File: config.mk
export PLATFORM = sky130hd
export DESIGN_NAME = life_frame_ctrl
export DESIGN_NICKNAME = d
export VERILOG_FILES = /design/src/rtl/life_pkg.sv /design/src/rtl/frame_tick_gen.sv /design/src/rtl/life_frame_ctrl.sv
export SDC_FILE = /design/constraint.sdc
export NUM_CORES = 1
export LEC_CHECK = 0
export ABC_AREA = 1
export BUFFER_PORTS_ARGS = -buffer_cell sky130_fd_sc_hd__buf_2
export CAP_MARGIN = 30
export CORE_MARGIN = 5
export CORE_UTILIZATION = 45
export CTS_CLUSTER_DIAMETER = 50
export DETAILED_ROUTE_END_ITERATION = 10
export GPL_ROUTABILITY_DRIVEN = 0
export PLACE_DENSITY = 0.67
export SLEW_MARGIN = 20
export SYNTH_ARGS = -nofsm -noshare
export SYNTH_HDL_FRONTEND = slang
export SYNTH_HIERARCHICAL = 1
export SYNTH_SLANG_ARGS = --single-unit
File: constraint.sdc
create_clock -name clk -period 2.3 [get_ports clk]
set_input_delay 0.345 -clock clk [delete_from_list [all_inputs] [get_ports clk]]
set_output_delay 0.345 -clock clk [all_outputs]
set_load 0.02 [all_outputs]
File: src/rtl/life_pkg.sv
// Shared types for the Game-of-life display pipeline: controller states,
// vsync polarity constants and the bank-select type.
package life_pkg;

  typedef enum logic [1:0] {
    IDLE,
    START,
    RUN,
    WAIT_VB
  } life_state_e;

  localparam bit VSPP_NEG = 1'b0;
  localparam bit VSPP_POS = 1'b1;

  typedef logic bank_sel_t;

endpackage

File: src/rtl/frame_tick_gen.sv
// Vsync edge detector: one-cycle tick on the inactive-to-active transition
// of vsync, for the given active polarity.
module frame_tick_gen #(
  parameter bit VSPP = 1'b0
) (
  input  logic clk,
  input  logic rst_n,
  input  logic vsync,
  output logic tick
);

  logic vsync_q;

  // NOTE: registered state is always assigned with <=, so every flop samples pre-edge values.
  always_ff @(posedge clk or negedge rst_n) begin
    if (!rst_n) vsync_q <= !VSPP;
    else        vsync_q <= vsync;
  end

  assign tick = (vsync == VSPP) && (vsync_q != VSPP);

endmodule

File: src/rtl/life_frame_ctrl.sv
// Ping-pong generation controller: paces the evolution engine per frame and
// swaps the displayed bank only at a vsync boundary.
module life_frame_ctrl
  import life_pkg::*;
#(
  parameter bit VSPP    = VSPP_NEG,
  parameter int SPEED_W = 4,
  parameter int GEN_W   = 16
) (
  input  logic               clk,
  input  logic               rst_n,
  input  logic               vsync,
  input  logic               run,
  input  logic               step,
  input  logic [SPEED_W-1:0] speed,
  output logic               gen_start,
  input  logic               gen_done,
  input  logic               edit_req,
  output logic               edit_ack,
  output bank_sel_t          disp_bank,
  output logic               busy,
  output logic [GEN_W-1:0]   gen_count
);

  life_state_e        state;
  logic [SPEED_W-1:0] frame_cnt;
  logic [SPEED_W-1:0] frame_cnt_inc;
  logic               step_pending;
  logic               frame_tick;
  logic               launch;

  frame_tick_gen #(.VSPP(VSPP)) u_tick (
    .clk   (clk),
    .rst_n (rst_n),
    .vsync (vsync),
    .tick  (frame_tick)
  );

  assign frame_cnt_inc = (&frame_cnt) ? frame_cnt : frame_cnt + SPEED_W'(1);
  // >= rather than == so a speed lowered mid-wait fires on the very next tick
  assign launch = frame_tick && (step_pending || (run && frame_cnt >= speed));

  // Gated by rst_n so the ack reads low while reset is held, even with edit_req up
  assign edit_ack = rst_n && edit_req && (state == IDLE) && !frame_tick;

  always_ff @(posedge clk or negedge rst_n) begin
    if (!rst_n) begin
      state        <= IDLE;
      frame_cnt    <= '0;
      step_pending <= 1'b0;
      disp_bank    <= 1'b0;
      gen_count    <= '0;
      gen_start    <= 1'b0;
      busy         <= 1'b0;
    end else begin
      gen_start <= 1'b0;

      // A step landing in START survives the clear and drives the next generation
      if (step)                 step_pending <= 1'b1;
      else if (state == START)  step_pending <= 1'b0;

      unique case (state)
        IDLE: begin
          if (launch) begin
            state     <= START;
            gen_start <= 1'b1;
            busy      <= 1'b1;
            frame_cnt <= '0;
          end else if (frame_tick) begin
            frame_cnt <= frame_cnt_inc;
          end
        end
        START: begin
          state <= RUN;
          if (frame_tick) frame_cnt <= frame_cnt_inc;
        end
        RUN: begin
          if (frame_tick) frame_cnt <= frame_cnt_inc;
          if (gen_done)   state     <= WAIT_VB;
        end
        WAIT_VB: begin
          // Swap only on a tick seen after completion, never the one coinciding with gen_done
          if (frame_tick) begin
            disp_bank <= ~disp_bank;
            gen_count <= gen_count + GEN_W'(1);
            frame_cnt <= '0;
            state     <= IDLE;
            busy      <= 1'b0;
          end
        end
        default: begin
          state <= IDLE;
          busy  <= 1'b0;
        end
      endcase
    end
  end

endmodule

==> results of run 1 <==
-- report_power, final --
part / internal (uW) / switching (uW)
Sequential: 577 / 99.5
Combinational: 261 / 413
Clock: 66.4 / 140
-- cell usage in the layout, fill, tap and decap left out, drive strengths merged --
cell type	count
a21oi	4
a311oi	1
a31oi	1
buf	32
clkbuf	3
clkinvlp	1
dfrtp	26
dfstp	1
ha	11
inv	26
mux2	1
nand2	40
nand3	11
nand3b	1
nand4	2
nor2	17
nor3	5
o21ai	5
o21bai	1
or2	1
xnor2	6
xor2	11
-- worst max-delay path, cell delays in order (launching register included) --
cell and delay, ns:
dfstp_2 0.54, inv_1 0.04, nor2_2 0.13, buf_4 0.20, nor2_1 0.06, buf_2 0.15
-- state kept, by name, indices dropped and copies added (netlist names) --
register	flops
step_pending	1
frame_cnt	4
u_tick/vsync_q	1
gen_count	16
disp_bank	1
busy	1
state	2
gen_start	1
-- synth_stat cells, drive strengths merged --
cell type   n  area [um^2]
nor3        5         41.3
o21ai       5         25.0
nand2      40          163
o21bai      1         7.51
a21oi       4         20.0
ha         11          138
xnor2       6         52.6
dfstp       1         26.3
nand4       2         12.5
nand3      11         55.1
xor2       11         96.3
dfrtp      26          651
nand3b      1         11.3
or2         1         6.26
inv        26         97.6
a31oi       1         6.26
buf         1         7.51
mux2        1         11.3
nor2       17         98.8
a311oi      1         8.76
-- metal layers --
layer,vias to the layer above,track usage,share of wire
met5,-,0,0
met1,541,0.176,0.48
li1,604,-,-
met3,2,0.0246,0.032
met4,0,0.0447,0.0080
met2,16,0.197,0.48
-- cell families (layout without fill, tap and decap cells) --
group	Yosys count	after routing	synth area share
buf+inv	27	62	0.0685
simple gates	77	77	0.253
mux	1	1	0.00733
flops	27	27	0.441
xor+xnor	17	17	0.0970
compound gates	12	12	0.0440
fa+ha+maj	11	11	0.0896
-- through the flow --
step / area, um^2 / cells / setup WS [ns]
after floorplan: 1540 / 172 / 0.757
after global placement: 1750 / 249 / 0.674
after detailed placement: 1750 / 249 / 0.666
after CTS: 1780 / 253 / 0.498
after global routing: 1780 / 253 / 0.381
final: 1780 / 253 / 0.514
-- worst max-delay path by stage --
stage	to	from	slack, ns
after global routing	edit_ack	state[0]	0.38
after floorplan	gen_count[13]	u_tick/vsync_q	0.76
final	edit_ack	u_tick/vsync_q	0.51
after CTS	edit_ack	u_tick/vsync_q	0.50
after detailed placement	gen_count[13]	u_tick/vsync_q	0.67
after global placement	gen_count[15]	u_tick/vsync_q	0.67
-- layout make-up --
| class | instances | share of cell area |
|---|---|---|
| Timing Repair Buffer | 32 | 0.0928 |
| Clock buffer | 3 | 0.0126 |
| Sequential cell | 27 | 0.380 |
| Clock inverter | 1 | 0.00422 |
| Inverter | 26 | 0.0548 |
| Multi-Input combinational cell | 118 | 0.423 |
| Tap cell | 46 | 0.0323 |
==> qor.yml, run 1 <==
io_pins: 31
tightest_slew_ns: 0.336
dieArea_um2: 4680
drc: 0
cp_data_arrival_time_ns: 1.44
n_fill_cell: 336
post-dp-hpwl_um: 2110
drtIter0Drc: 38
postCtsSetupRepairBufs: 0
clkTransAtPathRegs_ns: 0.15
cts_sinks: 27
grt_first_pass_wirelength_um: 4500
port_buffers: 30
multi_input_area_um2: 753
num_vias: 1163
hold_viol: 0
grt_pass1_vias: 1066
netlist-cell-type-count: 27
fmax_mhz: 560
fp-row-count: 21
num_antenna_cells: 0
seq_area_um2: 677
post_drt_wl_per_cell_um: 10.3
reg2reg_slack_ns: 0.68
die_h_um: 68.4
numCtsBuffers: 3
yosysWarnings: 6
setup_viol: 0
worstPathRequired_ns: 1.96
power.total_uw: 1560
relSlewSlack: 0.776
cts_tree: "built"
synthCells: 172
ant_nets: 0
antenna_found_initial: 0
hold_buffers: 0
avgViaCountPerCell: 4.60
synth.net_count: 194
finalSetupTns_ns: 0
synthesis.area_um2: 1540
coreArea_um2: 3310
initial_utilization: 0.464
max-cap-violations: 0
r2r_cells: 11
cp-end-kind: "output port"
cts_root_buf: "clkbuf_4"
r2r-end: "frame_cnt[0]"
firstDrtPassIters: 4
htree_levels: 1
status: "finished clean"
p_leak_uw: 0.000994
avgSynthCellArea_um2: 8.93
r2r-start: "u_tick/vsync_q"
drive_gt1_frac: 0.246
period_share: 0.777
rsz0062_at_grt: "false"
die_w_um: 68.4
yosysSeqAreaShare: 0.441
grt_max_degree: 28
cts_buffer_depth: 2
finalWirelength_um: 2620
ctsResizeCount: 0
final_max_slew_viol_count: 0
finish.net_count: 230
final_util: 0.538
gr-total-overflow: 0
synthToLayoutAreaGrowth_pct: 16.0
grt_util_all_layers: 0.127
clk-insertion-delay-late_ns: 0.32
worst-setup-path-type: "register to output port"
hold_slack_ns: 0.00720
ys_ff_latch: 27
hold_path_class: "input port to async pin"
fin_skew_ns: 0.0118
cp-start-kind: "register"
power_density_nw_per_um2: 875
worstPathMaxFanout: 10
vdd_drop_max_mv: 0.714
timing.final.crit_period_ns: 1.79
Note: power is estimated with default switching activity, not from simulation.
==> inputs of run 2 (changes only) <==
- clock period: 2.3 -> 1.7 ns (I/O delays scaled with it)
==> qor.yml, run 2 (same netlist as run 1, synthesis figures left out) <==
cts_buffer_depth: 2
final_cell_mix: "36 x nand2_1, 29 x buf_2, 26 x dfrtp_1"
drc: 0
htree_levels: 1
finalWirelength_um: 2830
port_buffers: 30
grt_pass1_vias: 1088
cts_sinks: 27
initial_utilization: 0.464
cp-start-kind: "register"
cp-end-kind: "output port"
dieArea_um2: 4680
multi_input_area_um2: 786
power.total_uw: 2240
cts_root_buf: "clkbuf_4"
cts_tree: "built"
seqPwrFrac: 0.399
firstDrtPassIters: 4
fin_cells: 261
num_vias: 1210
rsz0062_at_grt: "true"
status: "finished clean"
finalSetupTns_ns: 0
ant_nets: 0
hold_slack_ns: 0.0416
gr-total-overflow: 0
die_w_um: 68.4
grt_max_degree: 28
synthToLayoutAreaGrowth_pct: 22.6
timing.final.crit_period_ns: 1.62
final_max_slew_viol_count: 0
met3_length_um: 90
post_drt_wl_per_cell_um: 10.8
worstPathRequired_ns: 1.44
route.met2.wl_um: 1360
worstPathMaxFanout: 3
power_density_nw_per_um2: 1190
pwr-share-clk: 0.130
p_comb_frac: 0.471
drive_gt1_frac: 0.307
relSlewSlack: 0.770
max-cap-violations: 0
largest_reg_flops: 16
wl_met1_um: 1370
top_regs: "gen_count (16), frame_cnt (4), state (2)"
highest_layer: "met4"
largest_register: "gen_count"
io_pins: 31
die_h_um: 68.4
switching_power_uw: 932
hold_viol: 0
finalInstanceArea_um2: 1880
tightest_slew_ns: 0.342
clkTransAtPathRegs_ns: 0.14
p_int_uw: 1310
fin_skew_ns: 0.0143
hold_path_class: "input port to register"
crit_path_max_incr_delay_ns: 0.54
clk-insertion-delay-late_ns: 0.33
path_cells: "inv_1, nor2_4, buf_6, nor2_1, buf_4"
cp_data_arrival_time_ns: 1.36
antenna_found_initial: 0
fmax_mhz: 619
coreArea_um2: 3310
critPathSlowestCell: "dfstp_2"
n_fill_cell: 319
placedInstanceArea_um2: 1770
drtIter0Drc: 28
numCtsBuffers: 3
finish.net_count: 238
post-place-cells: 252
vdd_drop_max_mv: 0.727
worst-setup-path-type: "register to output port"
seq_area_um2: 677
num_antenna_cells: 0
grt_first_pass_wirelength_um: 4890
post-dp-hpwl_um: 2190
setup_viol: 0
period_share: 0.951
final_common_cell: "nand2_1"
p_leak_uw: 0.00105
avgViaCountPerCell: 4.64
grt_util_all_layers: 0.139
switching_share: 0.417
fp-row-count: 21
## run 2: cell types whose count changed in the layout (fill, tap and decap cells not counted), moves of 2 or more
| cell | previous run | this run |
|---|---|---|
| buf_4 | 2 | 9 |
| ha_1 | 11 | 9 |
| ha_2 | 0 | 2 |
| inv_1 | 26 | 24 |
| inv_2 | 0 | 2 |
## run 2: worst max-delay path: cells and delay by family, from the launching register on
kind	cells	cell delay, ns
and+or+nand+nor	2	0.16
DFF	1	0.54
buffers and inverters	3	0.33
## run 2: worst paths after layout
check / start / endpoint / slack [ns] / cells past startpoint
max reg2reg: u_tick/vsync_q / gen_count[14] / 0.11 / 9
min: vsync / u_tick/vsync_q / 0.04 / 1
max: u_tick/vsync_q / edit_ack / 0.08 / 5
min in group asynchronous: rst_n / gen_count[0] / 0.43 / 3
max in group asynchronous: rst_n / u_tick/vsync_q / 0.96 / 3
min reg2reg: gen_count[15] / gen_count[15] / 0.47 / 1
## run 2: metal layers
layer	vias up	global-route usage
met3	2	0.0263
met2	18	0.218
met1	567	0.191
li1	623	-
met5	-	0
met4	0	0.0447
## run 2: cell type report
type / instances / area share
tap: 46 / 0.0306
sequential: 27 / 0.360
multi-input combinational: 118 / 0.418
timing repair buffer: 40 / 0.124
clock inverter: 1 / 0.00399
clock buffer: 3 / 0.0120
inverter: 26 / 0.0519
## run 2: power by group through the flow
stage	sequential [uW]	clock, uW	combinational (uW)
2_1_floorplan	987	0	617
3_3_place_gp	904	0	971
3_5_place_dp	908	0	976
4_1_cts	896	306	986
5_1_grt	918	326	1200
6_report	893	290	1050
## run 2: timing repair
item                       in CTS  in global routing
hold buffers                    1                  0
pin swaps                       0                  4
gates resized for setup         2                 10
setup buffers                   0                  4
setup endpoints to repair       1                 11
hold endpoints to repair       26                  0
cloned                          0                  0
## run 2: per-stage QoR
step / setup WS [ns] / util
finish: 0.0834 / 0.568
global route: -0.00710 / 0.568
CTS: 0.0189 / 0.550
detailed placement: 0.00511 / 0.536
global placement: 0.0800 / 0.536
floorplan: 0.157 / -
